[config.mk]
export PLATFORM = sky130hd
export DESIGN_NAME = trans_sched
export DESIGN_NICKNAME = d
export VERILOG_FILES = /design/src/rtl/trans_sched.sv
export SDC_FILE = /design/constraint.sdc
export NUM_CORES = 1
export LEC_CHECK = 0
export BUFFER_PORTS_ARGS = -buffer_cell sky130_fd_sc_hd__buf_2
export CAP_MARGIN = 10
export CORE_ASPECT_RATIO = 1.5
export CORE_MARGIN = 2
export CORE_UTILIZATION = 54
export CTS_BUF_LIST = sky130_fd_sc_hd__clkbuf_4 sky130_fd_sc_hd__clkbuf_8
export DETAILED_ROUTE_END_ITERATION = 6
export PLACE_DENSITY = 0.86
export SLEW_MARGIN = 20
export SYNTH_ARGS = -nofsm -noshare
export SYNTH_HDL_FRONTEND = slang
export SYNTH_SLANG_ARGS = --single-unit
[constraint.sdc]
create_clock -name clk_i -period 4.5 [get_ports clk_i]
set_input_delay 0.45 -clock clk_i [delete_from_list [all_inputs] [get_ports clk_i]]
set_output_delay 0.45 -clock clk_i [all_outputs]
set_load 0.05 [all_outputs]
[src/rtl/trans_sched.sv]
// Memory-test sequencer: generates the address stream for one test and issues
// write/read burst commands to the AMM transmitter over a valid/ready handshake.
module trans_sched #(
  parameter int unsigned ADDR_W  = 32,
  parameter int unsigned BURST_W = 11,
  parameter int unsigned ALIGN_W = 6,
  parameter int unsigned CNT_W   = 32
) (
  input  logic               clk_i,
  input  logic               rst_n_i,
  input  logic               start_i,
  input  logic [1:0]         test_mode_i,
  input  logic [2:0]         addr_mode_i,
  input  logic [BURST_W-1:0] words_i,
  input  logic [CNT_W-1:0]   trans_count_i,
  input  logic [ADDR_W-1:0]  fix_addr_i,
  input  logic [31:0]        rnd_seed_i,
  input  logic               err_i,
  output logic               cmd_valid_o,
  input  logic               cmd_ready_i,
  output logic               cmd_write_o,
  output logic [ADDR_W-1:0]  cmd_addr_o,
  output logic [BURST_W-1:0] cmd_words_o,
  output logic               busy_o,
  output logic               finish_o,
  output logic               test_err_o,
  output logic [CNT_W-1:0]   trans_cnt_o
);

  localparam int unsigned IDX_W = 6;
  localparam logic [1:0] TM_NONE  = 2'b00;
  localparam logic [1:0] TM_WRCHK = 2'b11;
  localparam logic [2:0] AM_RND  = 3'd1;
  localparam logic [2:0] AM_RUN0 = 3'd2;
  localparam logic [2:0] AM_RUN1 = 3'd3;
  localparam logic [2:0] AM_INC  = 3'd4;
  localparam logic [ADDR_W-1:0] ALIGN_MASK = ~((ADDR_W'(1) << ALIGN_W) - ADDR_W'(1));

  typedef enum logic [1:0] {ST_IDLE, ST_WR, ST_RD, ST_DONE} state_t;

  state_t             state_q;
  logic [1:0]         mode_q;
  logic [2:0]         amode_q;
  logic [BURST_W-1:0] words_q;
  logic [CNT_W-1:0]   count_q, cnt_q;
  logic [ADDR_W-1:0]  base_q, off_q, addr_q;
  logic [31:0]        lfsr_q;
  logic [IDX_W-1:0]   bit_q;
  logic               valid_q, write_q, busy_q, finish_q, err_q, abort_q;

  logic [BURST_W-1:0] words_eff;
  logic [31:0]        seed_eff, lfsr_d;
  logic [ADDR_W-1:0]  addr_st_d, off_d, addr_d;
  logic [IDX_W-1:0]   bit_d;
  logic [CNT_W-1:0]   cnt_d;
  logic               hs, abort_now, pair_wr, run_st, go_done;

  // Address for one iteration from the generator state; alignment bits cleared.
  function automatic logic [ADDR_W-1:0] gen_addr(input logic [2:0]        am,
                                                 input logic [ADDR_W-1:0] base,
                                                 input logic [ADDR_W-1:0] off,
                                                 input logic [31:0]       lfsr,
                                                 input logic [IDX_W-1:0]  k);
    logic [ADDR_W-1:0] one_hot;
    logic [ADDR_W-1:0] a;
    one_hot = ADDR_W'(1) << k;
    case (am)
      AM_RND:  a = lfsr[ADDR_W-1:0];
      AM_RUN0: a = ~one_hot;
      AM_RUN1: a = one_hot;
      AM_INC:  a = base + off;
      default: a = base;
    endcase
    return a & ALIGN_MASK;
  endfunction

  always_comb begin
    words_eff = (words_i == '0) ? BURST_W'(1) : words_i;
    seed_eff  = (rnd_seed_i == '0) ? 32'd1 : rnd_seed_i;
    addr_st_d = gen_addr(addr_mode_i, fix_addr_i, '0, seed_eff, IDX_W'(ALIGN_W));
    off_d     = off_q + (ADDR_W'(words_q) << ALIGN_W);
    lfsr_d    = {lfsr_q[30:0], lfsr_q[31] ^ lfsr_q[21] ^ lfsr_q[1] ^ lfsr_q[0]};
    bit_d     = (bit_q == IDX_W'(ADDR_W - 1)) ? IDX_W'(ALIGN_W) : bit_q + IDX_W'(1);
    addr_d    = gen_addr(amode_q, base_q, off_d, lfsr_d, bit_d);
    cnt_d     = cnt_q + CNT_W'(1);
    hs        = valid_q & cmd_ready_i;
    abort_now = abort_q | err_i;
    run_st    = (state_q == ST_WR) || (state_q == ST_RD);
    pair_wr   = (state_q == ST_WR) && (mode_q == TM_WRCHK);
    // A write of a WR+check pair only ends the test on abort; otherwise the
    // iteration completes on this handshake and may be the last one.
    go_done   = (state_q == ST_IDLE && start_i &&
                 (trans_count_i == '0 || test_mode_i == TM_NONE)) ||
                (run_st && hs && (abort_now || (!pair_wr && cnt_d == count_q))) ||
                (run_st && !valid_q && abort_now);
  end

  always_ff @(posedge clk_i or negedge rst_n_i) begin
    if (!rst_n_i) begin
      state_q  <= ST_IDLE;
      mode_q   <= '0;
      amode_q  <= '0;
      words_q  <= '0;
      count_q  <= '0;
      cnt_q    <= '0;
      base_q   <= '0;
      off_q    <= '0;
      addr_q   <= '0;
      lfsr_q   <= 32'd1;
      bit_q    <= IDX_W'(ALIGN_W);
      valid_q  <= 1'b0;
      write_q  <= 1'b0;
      busy_q   <= 1'b0;
      finish_q <= 1'b0;
      err_q    <= 1'b0;
      abort_q  <= 1'b0;
    end else begin
      finish_q <= 1'b0;
      case (state_q)
        ST_IDLE: begin
          if (start_i) begin
            mode_q  <= test_mode_i;
            amode_q <= addr_mode_i;
            words_q <= words_eff;
            count_q <= trans_count_i;
            base_q  <= fix_addr_i;
            off_q   <= '0;
            lfsr_q  <= seed_eff;
            bit_q   <= IDX_W'(ALIGN_W);
            cnt_q   <= '0;
            err_q   <= (test_mode_i == TM_NONE);
            abort_q <= 1'b0;
            state_q <= test_mode_i[1] ? ST_WR : ST_RD;
            busy_q  <= 1'b1;
            valid_q <= 1'b1;
            write_q <= test_mode_i[1];
            addr_q  <= addr_st_d;
          end
        end
        ST_WR, ST_RD: begin
          if (err_i) begin
            err_q   <= 1'b1;
            abort_q <= 1'b1;
          end
          if (hs) begin
            if (pair_wr) begin
              state_q <= ST_RD;
              write_q <= 1'b0;
            end else begin
              cnt_q   <= cnt_d;
              off_q   <= off_d;
              lfsr_q  <= lfsr_d;
              bit_q   <= bit_d;
              state_q <= mode_q[1] ? ST_WR : ST_RD;
              write_q <= mode_q[1];
              addr_q  <= addr_d;
            end
          end
        end
        default: state_q <= ST_IDLE;
      endcase
      if (go_done) begin
        state_q  <= ST_DONE;
        valid_q  <= 1'b0;
        write_q  <= 1'b0;
        busy_q   <= 1'b0;
        finish_q <= 1'b1;
        abort_q  <= 1'b0;
      end
    end
  end

  assign cmd_valid_o = valid_q;
  assign cmd_write_o = write_q;
  assign cmd_addr_o  = addr_q;
  assign cmd_words_o = words_q;
  assign busy_o      = busy_q;
  assign finish_o    = finish_q;
  assign test_err_o  = err_q;
  assign trans_cnt_o = cnt_q;

endmodule

==> flow_summary.json, run 1 <==
{
  "synth_top_area_share_pct": 36.8,
  "worst_slack_ns": 0.261,
  "synth-seq-area-share_pct": 37.4,
  "drt-pass1-iter-count": 7,
  "maxCapViolCount": 0,
  "first_global_vias": 12700,
  "worst-path-buf-inv": 3,
  "grt_use_total_pct": 31.0,
  "status": "completed",
  "slew_headroom_pct": 37.4,
  "post-dp-hpwl_um": 29700,
  "ioPinCount": 197,
  "clock_skew_ns": 0.0376,
  "syn_area_um2": 13600,
  "rows": 71,
  "setup_viol": 0,
  "hold_viol": 0,
  "postRouteAntennaNets": 0,
  "synth_area_leaders": "dfrtp_1, mux2_2, o21ai_0, xnor2_1, nand2_1",
  "final_nets": 1852,
  "htree_num_levels": 2,
  "clockRootBuffer": "clkbuf_8",
  "place_ws_ns": -0.0320,
  "criticalPathCategory": "flip-flop to flip-flop",
  "port_buffers": 184,
  "clk_latency_ns": 0.56,
  "reg2reg_from": "cmd_words_o[0]",
  "ys_seq_elements": 203,
  "fin_hold_ws_ns": 0.141,
  "syn_to_final_growth_pct": 15.3,
  "cts_tree": "built",
  "dpl-instance-area_um2": 14800,
  "drtIter0Drc": 1050,
  "die_y_um": 198,
  "synth.distinct_cells": 78,
  "max_stage_delay_ns": 0.36,
  "power_per_cell_area_nw_per_um2": 834,
  "max_freq_ghz": 0.236,
  "wl_per_cell_um": 20.3,
  "clock_sinks": 203,
  "startpoint": "cmd_words_o[0]",
  "min_from": "rnd_seed_i[2]",
  "yosysWarnings": 0,
  "cpLargestDelayFamily": "compound AO/OA/AOI/OAI gates",
  "routed_wl_um": 41400,
  "crit_path_max_fanout": 5,
  "period_share_pct": 94.2,
  "initial_core_util_pct": 54.7,
  "hold_class": "input pin to flip-flop",
  "via_per_inst": 6.38,
  "maxSlewViolCount": 0,
  "netlist_top_cells_count": "dfrtp_1, nand2_1, o21ai_0, nor2_1, a21oi_1",
  "worstSetupEndpointType": "flip-flop",
  "crit_path_top_delay_cell": "dfrtp_2",
  "drive_gt1_share_pct": 22.7,
  "ys_async_sr_fraction_pct": 100,
  "cts_buffers": 35,
  "yosysMostFrequentCell": "dfrtp_1",
  "path_clk_slew_ns": 0.07,
  "cp.required_ns": 4.93,
  "cp_cell_sequence": "ha_1 > inv_1 > fa_2 > nor2b_1 > o21a_1 > o21ai_1 > a211o_1 > a31oi_1 > buf_4 > o2111a_2 > xor2_1 > ha_1 > and3_1 > buf_4 > and3_1 > o2111ai_4 > a32oi_4 > xor2_1 > a221oi_2 > a311oi_1",
  "die_w_um": 134,
  "grt_overflow": 0,
  "synth-main-ff-cell": "dfrtp_1",
  "worstSetupStartpointType": "flip-flop",
  "finalInstanceArea_um2": 15700,
  "drc": 0,
  "grt_first_pass_wirelength_um": 65600,
  "synthCells": 1543,
  "grt_max_degree": 85,
  "synth_top_area_cell": "dfrtp_1",
  "core_area_um2": 24900,
  "avgSynthCellArea_um2": 8.81,
  "min_period_ns": 4.24,
  "antenna_found_initial": 2,
  "synth-edff-count": 0,
  "peakVddDrop_v": 0.000654,
  "gp_congestion": 0.943,
  "cp.arrival_ns": 4.66,
  "worst_pin_slew_ns": 0.935,
  "p_leak_nw": 6.95,
  "via_count": 13000,
  "die_area_um2": 26500,
  "clock_path_buffers": 3
}
[cells in the final DEF, fill, tap and decap left out, types with 26 or more instances in the layout]
master    instances
xnor2_1          69
nor2_1           98
inv_1            42
o21ai_0         146
a21oi_1          93
a22o_1           26
buf_2           183
nor3_1           26
a21o_1           27
xor2_1           33
mux2i_1          33
mux2_2           73
nand3_1          41
buf_4            29
clkbuf_8         44
nand2_1         151
nor4_1           32
ha_1             40
dfrtp_1         197
[layout make-up]
type                       count  area [um2]
antenna                        1        2.50
fill                        2110        9200
tap                          328         410
clock buffer                  55         682
sequential                   203        5090
inverter                      42         158
multi-input combinational   1196        8050
clock inverter                 6         108
timing repair buffer         215        1180
[flip-flops by register name, indices dropped and copies added, names as in the netlist, 3 cells and up]
| name | flops |
|---|---|
| bit_q | 6 |
| count_q | 32 |
| off_q | 26 |
| base_q | 26 |
| cmd_addr_o | 26 |
| amode_q | 3 |
| trans_cnt_o | 32 |
| lfsr_q | 32 |
| cmd_words_o | 11 |
[power breakdown]
group / internal, mW / switching, mW
Sequential: 2.55 / 0.731
Clock: 1.13 / 0.787
Combinational: 2.89 / 4.98
Total: 6.57 / 6.49
[final timing paths]
check,to,slack (ns),cells past startpoint
max,cmd_addr_o[28],0.26,20
min,lfsr_q[2],0.14,3
max reg2reg,cmd_addr_o[28],0.26,20
min reg2reg,cmd_addr_o[10],0.47,2
max in group asynchronous,amode_q[0],3.02,3
min in group asynchronous,base_q[11],0.49,2
[tightest hold or removal path: cells and delay by family]
family                 cells  cell delay [ns]
AOI/OAI and AO/OA          1             0.06
buffers and inverters      1             0.09
and+or+nand+nor            1             0.07
[cells by family (layout without fill, tap and decap cells)]
kind of cell / Yosys count / in the layout / synth area share, %
AOI/OAI and AO/OA: 472 / 472 / 22.3
xor gates and xnor gates: 104 / 104 / 6.76
adders and majority gates: 42 / 42 / 3.92
buffers and inverters: 149 / 318 / 4.40
DFF: 203 / 203 / 37.4
muxes: 106 / 106 / 8.48
other: 1 / 7 / 0.0276
and+or+nand+nor: 466 / 466 / 16.8
[stage by stage]
step           std cells  total power [mW]  setup TNS, ns  utilization [%]
2_1_floorplan       1548              8.88              0                -
3_3_place_gp        1983              10.7              0             59.5
3_5_place_dp        1983              11.0        -0.0320             59.5
4_1_cts             2045              12.9              0             62.7
5_1_grt             2045              13.9        -0.0227             63.0
6_report            2046              13.1              0             63.0
[timing repair]
item / 4_1_cts / 5_1_grt
pin swaps: 1 / 2
resized for setup: 3 / 13
gates cloned: 0 / 0
hold buffers: 1 / 0
buffers inserted: 0 / 0
hold endpoints to repair: 80 / 0
setup endpoints to repair: 3 / 9
[layer usage]
layer / global-route usage (%) / routed length (um) / vias to the layer above
met1: 35.5 / 15000 / 6188
met2: 53.3 / 20400 / 701
li1: - / - / 5975
met3: 5.45 / 3180 / 180
met4: 20.4 / 2890 / 2
met5: 0 / 9 / -
Power figures use the tool's default switching activity.
==> inputs of run 2 (changes only) <==
PLACE_DENSITY = 0.85   (was 0.86)
==> run 2 against run 1 <==
Sequential cell count is the same; global-route usage grew 0.32 points; clock-buffer cell count is the same; wire length grew 0.23%; worst hold slack lost 0.13 ns; critical path type unchanged; largest power group unchanged; highest routed layer unchanged.
==> flow_summary.json, run 2 (synthesis gave the netlist of run 1 again) <==
{
  "status": "completed",
  "cp.required_ns": 4.88,
  "crit_path_max_fanout": 5,
  "clock_sinks": 203,
  "finalInstanceArea_um2": 15500,
  "r2r_slack_ns": 0.22,
  "ioPinCount": 197,
  "startpoint": "cmd_words_o[0]",
  "fin_hold_ws_ns": 0.0129,
  "rows": 71,
  "worstSetupEndpointType": "flip-flop",
  "grt_max_degree": 117,
  "die_area_um2": 26500,
  "worstSetupStartpointType": "flip-flop",
  "p_leak_nw": 6.87,
  "gp_congestion": 0.931,
  "cp_cell_sequence": "ha_2 > inv_1 > fa_2 > nor2b_1 > o21a_1 > o21ai_1 > a211o_1 > a31oi_1 > buf_4 > o2111a_1 > xor2_1 > ha_1 > and3_4 > a31o_2 > o21ai_1 > buf_4 > nor2b_2 > nand2_1 > xor2_1 > a221oi_1 > a311oi_1",
  "die_y_um": 198,
  "hold_class": "input pin to async pin",
  "slew_headroom_pct": 38.3,
  "crit_path_top_delay_cell": "dfrtp_2",
  "cpLargestDelayFamily": "compound AO/OA/AOI/OAI gates",
  "maxSlewViolCount": 0,
  "grt_use_total_pct": 31.4,
  "reg2reg_from": "cmd_words_o[0]",
  "die_w_um": 134,
  "wl_per_cell_um": 20.4,
  "reg2regPathDepth": 21,
  "drc": 0,
  "via_count": 13000,
  "first_global_vias": 12800,
  "clk_latency_ns": 0.55,
  "worst_pin_slew_ns": 0.926,
  "maxCapViolCount": 0,
  "holdBufCountCts": 0,
  "criticalPathCategory": "flip-flop to flip-flop",
  "power_per_cell_area_nw_per_um2": 832,
  "final_nets": 1843,
  "syn_to_final_growth_pct": 14.2,
  "rsz0062_at_grt": "true",
  "cts_buffers": 35,
  "post_cts_buffers": 0,
  "postRouteAntennaNets": 0,
  "routed_wl_um": 41500,
  "tns_ns": 0,
  "max_freq_ghz": 0.233,
  "worst-path-buf-inv": 3,
  "antenna_found_initial": 2,
  "min_period_ns": 4.28,
  "dpl-instance-area_um2": 14700,
  "post-dp-hpwl_um": 29400,
  "max_stage_delay_ns": 0.38,
  "path_clk_slew_ns": 0.07,
  "clockRootBuffer": "clkbuf_8",
  "cp.arrival_ns": 4.67,
  "hold_viol": 0,
  "final_common_cell": "dfrtp_1",
  "cts_resized": 0,
  "clock_skew_ns": 0.0173,
  "setup_viol": 0,
  "cts_tree": "built",
  "final_cell_mix": "dfrtp_1, buf_2, nand2_1",
  "clock_path_buffers": 3,
  "drive_gt1_share_pct": 22.3,
  "dp_cells": 1975,
  "r2r-end": "cmd_addr_o[25]",
  "peakVddDrop_v": 0.000750,
  "drtIter0Drc": 1015,
  "via_per_inst": 6.39,
  "port_buffers": 184,
  "grt_first_pass_wirelength_um": 65900,
  "core_area_um2": 24900,
  "final_cells": 2038,
  "drt-pass1-iter-count": 6,
  "htree_num_levels": 2,
  "grt_overflow": 0,
  "period_share_pct": 95.2,
  "initial_core_util_pct": 54.7
}
run 2: cell count changes in the layout (fill, tap and decap cells not counted), moves of 2 or more:
cell,before,now
bufinv_16,3,0
clkinv_2,2,6
a221oi_1,12,14
clkbuf_8,44,49
clkbuf_4,12,7
a221oi_2,2,0
buf_4,29,20
o21ai_1,3,5
run 2: worst max path at each step:
stage,to,slack (ns),cells past startpoint
after CTS,cmd_addr_o[29],0.03,21
after detailed placement,cmd_addr_o[29],0.07,21
final,cmd_addr_o[25],0.22,21
after floorplan,cmd_addr_o[29],0.05,21
after global placement,cmd_addr_o[29],0.10,21
after global routing,cmd_addr_o[29],-0.01,22
run 2: final cells by class:
class / instances / area, um2
Fill cell: 2093 / 9350
Multi-Input combinational cell: 1196 / 8000
Sequential cell: 203 / 5090
Timing Repair Buffer: 206 / 1110
Clock buffer: 55 / 713
Tap cell: 328 / 410
Inverter: 42 / 158
Clock inverter: 7 / 37.5
Antenna cell: 1 / 2.50
run 2: where the power goes:
part	internal, mW	total (mW)	switching (mW)	leakage, nW
logic	2.83	7.80	4.96	3.91
registers	2.55	3.31	0.754	2.56
clock network	1.01	1.81	0.798	0.401
run 2: routing by layer:
layer  up-vias  wire (um)  global-route usage (%)  part of all wire (%)
met5         -          7                       0                 0.017
met4         2       2690                    19.9                   6.5
met3       181       2810                    4.86                   6.8
met2       650      20600                    54.5                    50
met1      6232      15500                    35.9                    37
li1       5955          -                       -                     -
run 2: per-stage QoR:
stage / setup WS, ns / util (%) / power [mW]
after floorplan: 0.0505 / - / 8.88
after global placement: 0.104 / 59.2 / 10.7
after detailed placement: 0.0677 / 59.2 / 10.9
after CTS: 0.0325 / 62.2 / 12.8
after global routing: -0.0116 / 62.4 / 13.8
final: 0.217 / 62.4 / 12.9
